[src/rtl/blink_monitor_if.sv]
// blink_monitor_if: sample tick, monitored line and measured-period outputs of the blink monitor.
interface blink_monitor_if #(parameter int CNT_W = 8);
  logic             en;
  logic             in;
  logic [CNT_W-1:0] period;
  logic             period_valid;
  logic             blinking;
  logic             level;
  modport master (output en, in, input period, period_valid, blinking, level);
  modport slave  (input en, in, output period, period_valid, blinking, level);
endinterface

[src/rtl/blink_monitor.sv]
// blink_monitor: measures en ticks between toggles of a synchronized line and flags active blinking.
module blink_monitor #(
  parameter int CNT_W   = 8,
  parameter int TIMEOUT = 100
) (
  input logic            clk,
  input logic            reset,
  blink_monitor_if.slave bus
);
  localparam logic [1:0] INIT = 2'd0, IDLE = 2'd1, ARMED = 2'd2, BLINKING = 2'd3;
  localparam logic [CNT_W-1:0] TMAX = CNT_W'(TIMEOUT);
  logic             s1, s;
  logic [1:0]       state, state_nx;
  logic [CNT_W-1:0] cnt, cnt_inc;
  logic             toggle, timeout, report;
  always_comb begin
    toggle   = state != INIT && s != bus.level;
    cnt_inc  = cnt == TMAX ? cnt : cnt + 1'b1;
    timeout  = !toggle && cnt_inc == TMAX;
    report   = toggle && (state == ARMED || state == BLINKING);
    // an edge on the tick the counter would expire wins over the timeout
    state_nx = state == INIT ? IDLE :
               toggle        ? (state == IDLE ? ARMED : BLINKING) :
               timeout       ? IDLE : state;
  end
  always_ff @(posedge clk or negedge reset)
    if (!reset) begin
      s1               <= 1'b0;
      s                <= 1'b0;
      state            <= INIT;
      cnt              <= '0;
      bus.period       <= '0;
      bus.period_valid <= 1'b0;
      bus.blinking     <= 1'b0;
      bus.level        <= 1'b0;
    end else begin
      s1               <= bus.in;
      s                <= s1;
      bus.period_valid <= bus.en && report;
      if (bus.en) begin
        bus.level    <= s;
        state        <= state_nx;
        cnt          <= state == INIT ? cnt : toggle ? '0 : cnt_inc;
        bus.blinking <= state_nx == BLINKING;
        if (report) bus.period <= cnt + 1'b1;
      end
    end
endmodule

[src/flat_wrapper.sv]
// flat-port wrapper written by rule: the top's interface ports become plain ports
module blink_monitor_flat 
#(
  parameter int CNT_W   = 8,
  parameter int TIMEOUT = 100
)
  (clk, reset, bus_en, bus_in, bus_period, bus_period_valid, bus_blinking, bus_level);
  blink_monitor_if #(.CNT_W(CNT_W)) bus_i ();
  input logic clk;
  input logic reset;
  input wire logic [$bits(bus_i.en)-1:0] bus_en;
  input wire logic [$bits(bus_i.in)-1:0] bus_in;
  output wire logic [$bits(bus_i.period)-1:0] bus_period;
  output wire logic [$bits(bus_i.period_valid)-1:0] bus_period_valid;
  output wire logic [$bits(bus_i.blinking)-1:0] bus_blinking;
  output wire logic [$bits(bus_i.level)-1:0] bus_level;
  assign bus_i.en = bus_en;
  assign bus_i.in = bus_in;
  assign bus_period = bus_i.period;
  assign bus_period_valid = bus_i.period_valid;
  assign bus_blinking = bus_i.blinking;
  assign bus_level = bus_i.level;
  blink_monitor #(.CNT_W(CNT_W), .TIMEOUT(TIMEOUT)) u_core (.clk(clk), .reset(reset), .bus(bus_i));
endmodule
[config.mk]
export PLATFORM = sky130hd
export DESIGN_NAME = blink_monitor_flat
export DESIGN_NICKNAME = d
export VERILOG_FILES = /design/src/rtl/blink_monitor_if.sv /design/src/rtl/blink_monitor.sv /design/src/flat_wrapper.sv
export SDC_FILE = /design/constraint.sdc
export NUM_CORES = 1
export LEC_CHECK = 0
export CAP_MARGIN = 20
export CORE_ASPECT_RATIO = 0.9
export CORE_MARGIN = 2
export CORE_UTILIZATION = 39
export DETAILED_ROUTE_END_ITERATION = 10
export GPL_TIMING_DRIVEN = 0
export HOLD_SLACK_MARGIN = 0.03
export PLACE_DENSITY = 0.64
export SLEW_MARGIN = 25
export SYNTH_ARGS = -nofsm -noshare
export SYNTH_HDL_FRONTEND = slang
export SYNTH_SLANG_ARGS = --single-unit
[constraint.sdc]
create_clock -name clk -period 1.95 [get_ports clk]
set_input_delay 0.2925 -clock clk [delete_from_list [all_inputs] [get_ports clk]]
set_output_delay 0.2925 -clock clk [all_outputs]
set_load 0.01 [all_outputs]
==> reports/qor.txt, run 1 <==
Run status - complete, no violations
Vias in the first global route - 857
Pins Over Slew Limit - 0
Pre-CTS setup slack - -0.142 ns
Register share of total power - 48.6%
Kind of launch point of the worst setup path - flop
Period minus WS final - 1.89 ns
Seq/Total Area, Yosys - 50.5%
Sequential cell area - 578 um2
CTS root buffer - sky130_fd_sc_hd__clkbuf_4
Max Clock Freq - 0.528 GHz
Full die area - 0.00337 mm2
Clock network power share - 19.2%
Worst clock skew on the final layout - 0.00228 ns
Simple-Gate Fraction of Synth Area - 20.4%
Adder-Cell Fraction of Synth Area - 2.20%
Post-synthesis instance area - 0.00114 mm2
Largest family of logic cells by synthesized area - simple AND/OR/NAND/NOR gates
Hold/Removal Path Class - flop to flop
Overall global routing resource usage - 15.2%
Proportion of synthesized flip-flops having asynchronous set or reset - 100%
Layout cells sized above 1 - 23.8%
Detailed-placement wirelength estimate - 1.59 mm
CTS tree - built
Post-synthesis net count - 124
Final-layout worst hold slack - 0.374 ns
Clk buf depth - 2
CP Depth - 9
Skew-Pair Late Insertion Delay - 0.31 ns
Boundary Pins - 15
Overall routed net length - 2.43 mm
Maximum number of pins on one net before global-route repair - 24
Setup Total Neg Slack - 0 ns
Largest voltage drop on the vdd net - 0.000371 V
EDFF count, synth - 0
Total power per unit cell area - 764 mW/mm2
Synthesized area per cell - 9.66 um2
Number of clock buffers inserted by TritonCTS - 3
Initial antenna violation count - 0
WHS Path Cells - 0
Port Buf Inserts - 14
Total routed wire length on the met1 layer - 1.10 mm
Combinational cell fraction of total power - 32.2%
Share of the cycle needed by the critical path after routing - 97.1%
Met2 routed WL - 1.18 mm
Number of core rows - 18
H-tree depth reported by CTS - 1
Arrival time at the worst endpoint - 2.14 ns
Static Leak - 0.646 nW
Post-Synth XOR/XNOR Area - 3.07%
Most frequent cells in the layout - sky130_fd_sc_hd__dfrtp_1 (21), sky130_fd_sc_hd__nand2_1 (20), sky130_fd_sc_hd__o21ai_0 (13), sky130_fd_sc_hd__clkdlybuf4s50_1 (13), sky130_fd_sc_hd__nor2_1 (10)
Layout overhead on the synthesized area - 32.3%
Die Y-Extent - 55.3 um
Width of the chip - 61.0 um
Total congestion overflow after global routing - 0
Element type at the critical path end - flop
Power consumption - 1.15 mW
FF+latch count, synth - 23
WL per Instance - 13.3 um
Core Area - 0.00277 mm2
Worst-path fanout max - 3
Hold Violations, Final - 0
Number of filler instances in the final layout - 257
Footprint of the multi-input gates - 617 um2
Crit-path leading delay family - compound AO/OA/AOI/OAI gates
Final WS setup - 0.0557 ns
Number of diodes added for antenna fixing - 0
Final estimated routing congestion in global placement - 0.823
Cell depth of the worst flop-to-flop path - 9
Number of distinct standard cells referenced by the synthesized netlist - 33
Critical path's largest stage delay - 0.43 ns
Crit-path cells - inv_2 > ha_4 > nand3b_4 > nor4_4 > buf_4 > o221ai_2 > o41ai_4 > o21ai_1 > a21oi_1
Path type of the worst setup path - flop to flop
Switching fraction of total power - 31.4%
CP Buf/Inv Count - 2
Count of clock tree sinks - 23
Max-cap viol count - 0
Required @ worst endpoint - 2.20 ns
Uppermost metal layer occupied by signal nets - met4
Synthesized-area fraction occupied by ao, oa, aoi and oai cells - 18.8%
Remaining routing DRC violations - 0
Antenna violation net count after detailed routing - 0
Initial detailed-routing violation count - 38
Multiplexer share of the synthesized area - 1.87%
Unrepaired setup endpoints after global routing - yes
Gate Count Post-Synth - 118
First-pass iteration count of the detailed router - 4
Setup violators final - 0
Commonest register cell after synthesis - sky130_fd_sc_hd__dfrtp_1
Via-per-instance ratio - 5.22
Max-Slew Margin vs Limit - 54.9%
Met3 Routed Length - 129 um
Most frequent standard cell in the layout excluding fill and tap cells - sky130_fd_sc_hd__dfrtp_1
Least-Margin Pin Slew - 0.669 ns
Initial Utilization - 41.1%
Count of synthesis-stage warnings from yosys - 0
Number of nets in the finished design - 150
CP max stage cell - sky130_fd_sc_hd__dfrtp_2
Vias - 955
First-pass GRT wire length - 3.93 mm
Net Switching - 0.362 mW
Clock transition at the registers of the reported paths - 0.12 ns
Internal power component - 0.790 mW
## logic make-up (layout without fill, tap and decap cells)
group           count (synthesis)  after routing
mux                             2              2
buf+inv                         9             34
fa+ha+maj                       2              2
compound gates                 32             32
simple gates                   46             46
flops                          23             23
xor+xnor                        4              4
## final timing paths
| check | start | endpoint | slack (ns) |
|---|---|---|---|
| setup / recovery | u_core.cnt[0] | u_core.state[0] | 0.06 |
| hold / removal | u_core.s1 | u_core.s | 0.37 |
| setup reg to reg | u_core.cnt[0] | u_core.state[0] | 0.06 |
| hold reg to reg | u_core.s1 | u_core.s | 0.37 |
| max in group asynchronous | reset | u_core.cnt[1] | 1.10 |
| min in group asynchronous | reset | u_core.cnt[3] | 0.47 |
## metrics by stage
stage | std cells | utilization (%) | instance area [um2]
3_3_place_gp | 172 | 48.0 | 1330
5_1_grt | 183 | 54.4 | 1510
2_1_floorplan | 118 | - | 1140
6_report | 183 | 54.4 | 1510
3_5_place_dp | 172 | 47.8 | 1330
4_1_cts | 183 | 51.9 | 1440
## synth_stat cells (all sizes together) (2+ instances only)
cell type   n  share of area (%)
dfrtp      23                 50
nor3        5                2.2
o21ai      14                6.1
a21oi       5                2.2
nand3       5                2.6
nand2      22                7.5
o41ai       2                2.2
o21a        2                1.3
o31ai       2                1.3
xor2        4                3.1
inv         5                1.6
nor2       10                3.3
buf         2               0.88
ha          2                2.2
## timing repair
item / 4_1_cts / 5_1_grt
gates resized for setup: 9 / 12
endpoints found under the setup margin: 3 / 4
pin swaps: 4 / 3
buffers inserted: 6 / 0
endpoints found under the hold margin: 23 / 0
hold buffers: 1 / 0
## power by group through the flow
| stage | Combinational (mW) | Sequential, mW | Clock, mW |
|---|---|---|---|
| CTS | 0.343 | 0.557 | 0.233 |
| global placement | 0.277 | 0.574 | 0 |
| floorplan | 0.136 | 0.591 | 0 |
| finish | 0.371 | 0.560 | 0.221 |
| global route | 0.409 | 0.566 | 0.249 |
| detailed placement | 0.280 | 0.578 | 0 |
## area by class of cell
cell class                 instances  area share (%)
timing repair buffer              21            13.1
tap                               40            3.32
multi-input combinational         86            40.9
clock buffer                       4            1.74
sequential                        23            38.3
inverter                           6            1.49
buffer                             3            1.08
## state kept, by name, indices dropped and copies added (netlist names)
name	flops
u_core.bus.blinking	1
u_core.bus.level	1
u_core.bus.period	8
u_core.bus.period_valid	1
u_core.cnt	8
u_core.s	1
u_core.s1	1
u_core.state	2
## per-layer routing
metal  vias to the layer above  GRT usage [%]
li1                        462              -
met1                       452           21.6
met4                         0           2.80
met5                         -              0
met2                        35           23.3
met3                         6           4.22
(Power assumes the default switching activity.)
==> inputs of run 2 (changes only) <==
CORE_MARGIN = 4   (was 2)
DONT_BUFFER_PORTS = 1   (was default)
PLACE_DENSITY = 0.57   (was 0.64)
REMOVE_ABC_BUFFERS = 1   (was default)
==> reports/qor.txt, run 2 (synthesized netlist as in run 1, its figures left out) <==
Clock transition at the registers of the reported paths - 0.11 ns (about the same)
Boundary Pins - 15 (unchanged)
Cell Area, Placed - 0.00118 mm2 (-11%)
Met3 Routed Length - 76 um (-41%)
Run status - complete, no violations
Initial antenna violation count - 0 (unchanged)
Max-Slew Margin vs Limit - 55.3% (+0.38 points)
Width of the chip - 65.0 um (+6.6%)
H-tree depth reported by CTS - 1 (unchanged)
Via-per-instance ratio - 5.19 (-0.52%)
Least-Margin Pin Slew - 0.663 ns (-0.00563 ns)
Met2 routed WL - 1.14 mm (-3.0%)
CTS root buffer - sky130_fd_sc_hd__clkbuf_4
Maximum number of pins on one net before global-route repair - 24 (unchanged)
Launch point of the critical path - u_core.cnt[1]
Overall routed net length - 2.37 mm (-2.3%)
Unrepaired setup endpoints after global routing - yes
Worst-path fanout max - 6 (+3)
Clock network power share - 20.7% (+1.5 points)
Share of the cycle needed by the critical path after routing - 96.0% (-1.2 points)
Switching fraction of total power - 32.3% (+0.90 points)
Non-Filler Instances - 167 (-8.7%)
Hold/Removal Path Class - input port to flop
Full die area - 0.00385 mm2 (+14%)
Element type at the critical path end - flop
Most frequent cells in the layout - sky130_fd_sc_hd__nand2_1 (20), sky130_fd_sc_hd__dfrtp_1 (19), sky130_fd_sc_hd__o21ai_0 (13)
Number of diodes added for antenna fixing - 0 (unchanged)
WL per Instance - 14.2 um (+7.0%)
Kind of launch point of the worst setup path - flop
Initial Utilization - 41.1% (unchanged)
Antenna violation net count after detailed routing - 0 (unchanged)
Total congestion overflow after global routing - 0 (unchanged)
Period minus WS final - 1.87 ns (-0.0226 ns)
Static Leak - 0.583 nW (-9.7%)
Arrival time at the worst endpoint - 2.11 ns (-0.03 ns)
Max-cap viol count - 0 (unchanged)
Dpl cells - 155 (-9.9%)
Initial detailed-routing violation count - 55 (+45%)
Combinational cell fraction of total power - 21.6% (-11 points)
Worst setup endpoint - u_core.state[0]
Clk buf depth - 2 (unchanged)
Setup violators final - 0 (unchanged)
Cell depth of the worst flop-to-flop path - 8 (-1)
Skew-Pair Late Insertion Delay - 0.31 ns (about the same)
Pre-CTS setup slack - -0.169 ns (-0.0272 ns)
R2R Path End - u_core.state[0]
CTS tree - built
Count of clock tree sinks - 23 (unchanged)
Vias - 867 (-9.2%)
Register share of total power - 57.6% (+9.0 points)
Most frequent standard cell in the layout excluding fill and tap cells - sky130_fd_sc_hd__nand2_1
Worst clock skew on the final layout - 0.0112 ns (+0.00897 ns)
Net Switching - 0.335 mW (-7.6%)
Final WS setup - 0.0783 ns (+0.0226 ns)
Number of nets in the finished design - 134 (-11%)
Number of clock buffers inserted by TritonCTS - 3 (unchanged)
Core Area - 0.00277 mm2 (unchanged)
Port Buf Inserts - 0 (-14)
Layout overhead on the synthesized area - 18.0%
Number of core rows - 18 (unchanged)
Uppermost metal layer occupied by signal nets - met4
Power consumption - 1.04 mW (-10%)
Total power per unit cell area - 770 mW/mm2 (+0.70%)
Final instance area - 0.00135 mm2 (-11%)
Largest voltage drop on the vdd net - 0.000423 V (+14%)
Max Clock Freq - 0.534 GHz (+1.2%)
Die Y-Extent - 59.3 um (+7.2%)
Pins Over Slew Limit - 0 (unchanged)
Worst setup slack for register-to-register paths - 0.08 ns (+0.02 ns)
Total routed wire length on the met1 layer - 1.12 mm (+1.8%)
Final estimated routing congestion in global placement - 0.783 (-4.9%)
Path type of the worst setup path - flop to flop
Remaining routing DRC violations - 0 (unchanged)
Internal power component - 0.701 mW (-11%)
First-pass iteration count of the detailed router - 6 (+2)
Hold Violations, Final - 0 (unchanged)
Detailed-placement wirelength estimate - 1.68 mm (+6.2%)
Required @ worst endpoint - 2.18 ns (-0.02 ns)
First-pass GRT wire length - 3.90 mm (-0.89%)
Biggest registers after layout - u_core.bus.period x8, u_core.cnt x8, u_core.state x2
Layout cells sized above 1 - 26.0% (+2.2 points)
Overall global routing resource usage - 13.3% (-1.9 points)
Vias in the first global route - 831 (-3.0%)
Startpoint of the most critical register-to-register path - u_core.cnt[1]
## run 2: cell types whose count changed in the layout (fill, tap and decap cells not counted), moves of 2 or more
cell,before,now
sky130_fd_sc_hd__buf_6,2,0
sky130_fd_sc_hd__dfrtp_2,2,4
sky130_fd_sc_hd__nand3_2,1,3
sky130_fd_sc_hd__clkdlybuf4s50_1,13,0
sky130_fd_sc_hd__clkbuf_1,2,0
sky130_fd_sc_hd__dfrtp_1,21,19
## run 2: worst min path at each step
stage | startpoint | to | slack [ns] | depth (start not counted)
floorplan | reset | u_core.bus.blinking | -0.003 | 0
global placement | reset | u_core.bus.period[4] | -0.002 | 0
detailed placement | reset | u_core.bus.period[4] | -0.002 | 0
CTS | bus_en | u_core.state[0] | 0.14 | 2
global route | bus_en | u_core.state[0] | 0.11 | 2
finish | bus_en | u_core.state[0] | 0.14 | 2
## run 2: area by class of cell
type,count,area [um2]
Fill cell,260,1430
Multi-Input combinational cell,86,602
Sequential cell,23,581
Timing Repair Buffer,8,62.6
Tap cell,40,50.0
Clock buffer,3,22.5
Inverter,6,22.5
Clock inverter,1,5.00
## run 2: metal layers
metal	global-route usage, %	vias up
met5	0	-
li1	-	432
met2	22.3	13
met4	4.82	0
met1	16.2	418
met3	3.98	4
## run 2: worst max-delay path, stage by stage (launching register included)
cell	delay [ns]
sky130_fd_sc_hd__dfrtp_2	0.43
sky130_fd_sc_hd__buf_4	0.17
sky130_fd_sc_hd__ha_4	0.18
sky130_fd_sc_hd__nand3_2	0.07
sky130_fd_sc_hd__xor2_2	0.19
sky130_fd_sc_hd__o221ai_2	0.14
sky130_fd_sc_hd__o41ai_4	0.39
sky130_fd_sc_hd__o21ai_1	0.10
sky130_fd_sc_hd__a21oi_1	0.14
## run 2: metrics by stage
step	util, %	hold WS, ns	setup TNS, ns
after global routing	48.6	0.113	-0.0294
final	48.6	0.144	0
after CTS	46.2	0.135	-0.0451
after global placement	42.5	-0.00247	-0.632
after floorplan	-	-0.00309	0
after detailed placement	42.5	-0.00245	-0.439
## run 2: power groups by stage
stage / logic [mW] / registers [mW] / clock network (mW)
global placement: 0.149 / 0.611 / 0
CTS: 0.200 / 0.593 / 0.231
global route: 0.255 / 0.603 / 0.260
finish: 0.224 / 0.596 / 0.215
floorplan: 0.123 / 0.599 / 0
detailed placement: 0.154 / 0.614 / 0
## run 2: timing repair
| item | in CTS | in global routing |
|---|---|---|
| pin swaps | 3 | 5 |
| setup endpoints to repair | 4 | 6 |
| resized for setup | 5 | 13 |
| hold buffers | 2 | 1 |
| buffers inserted | 5 | 0 |
| endpoints found under the hold margin | 24 | 23 |
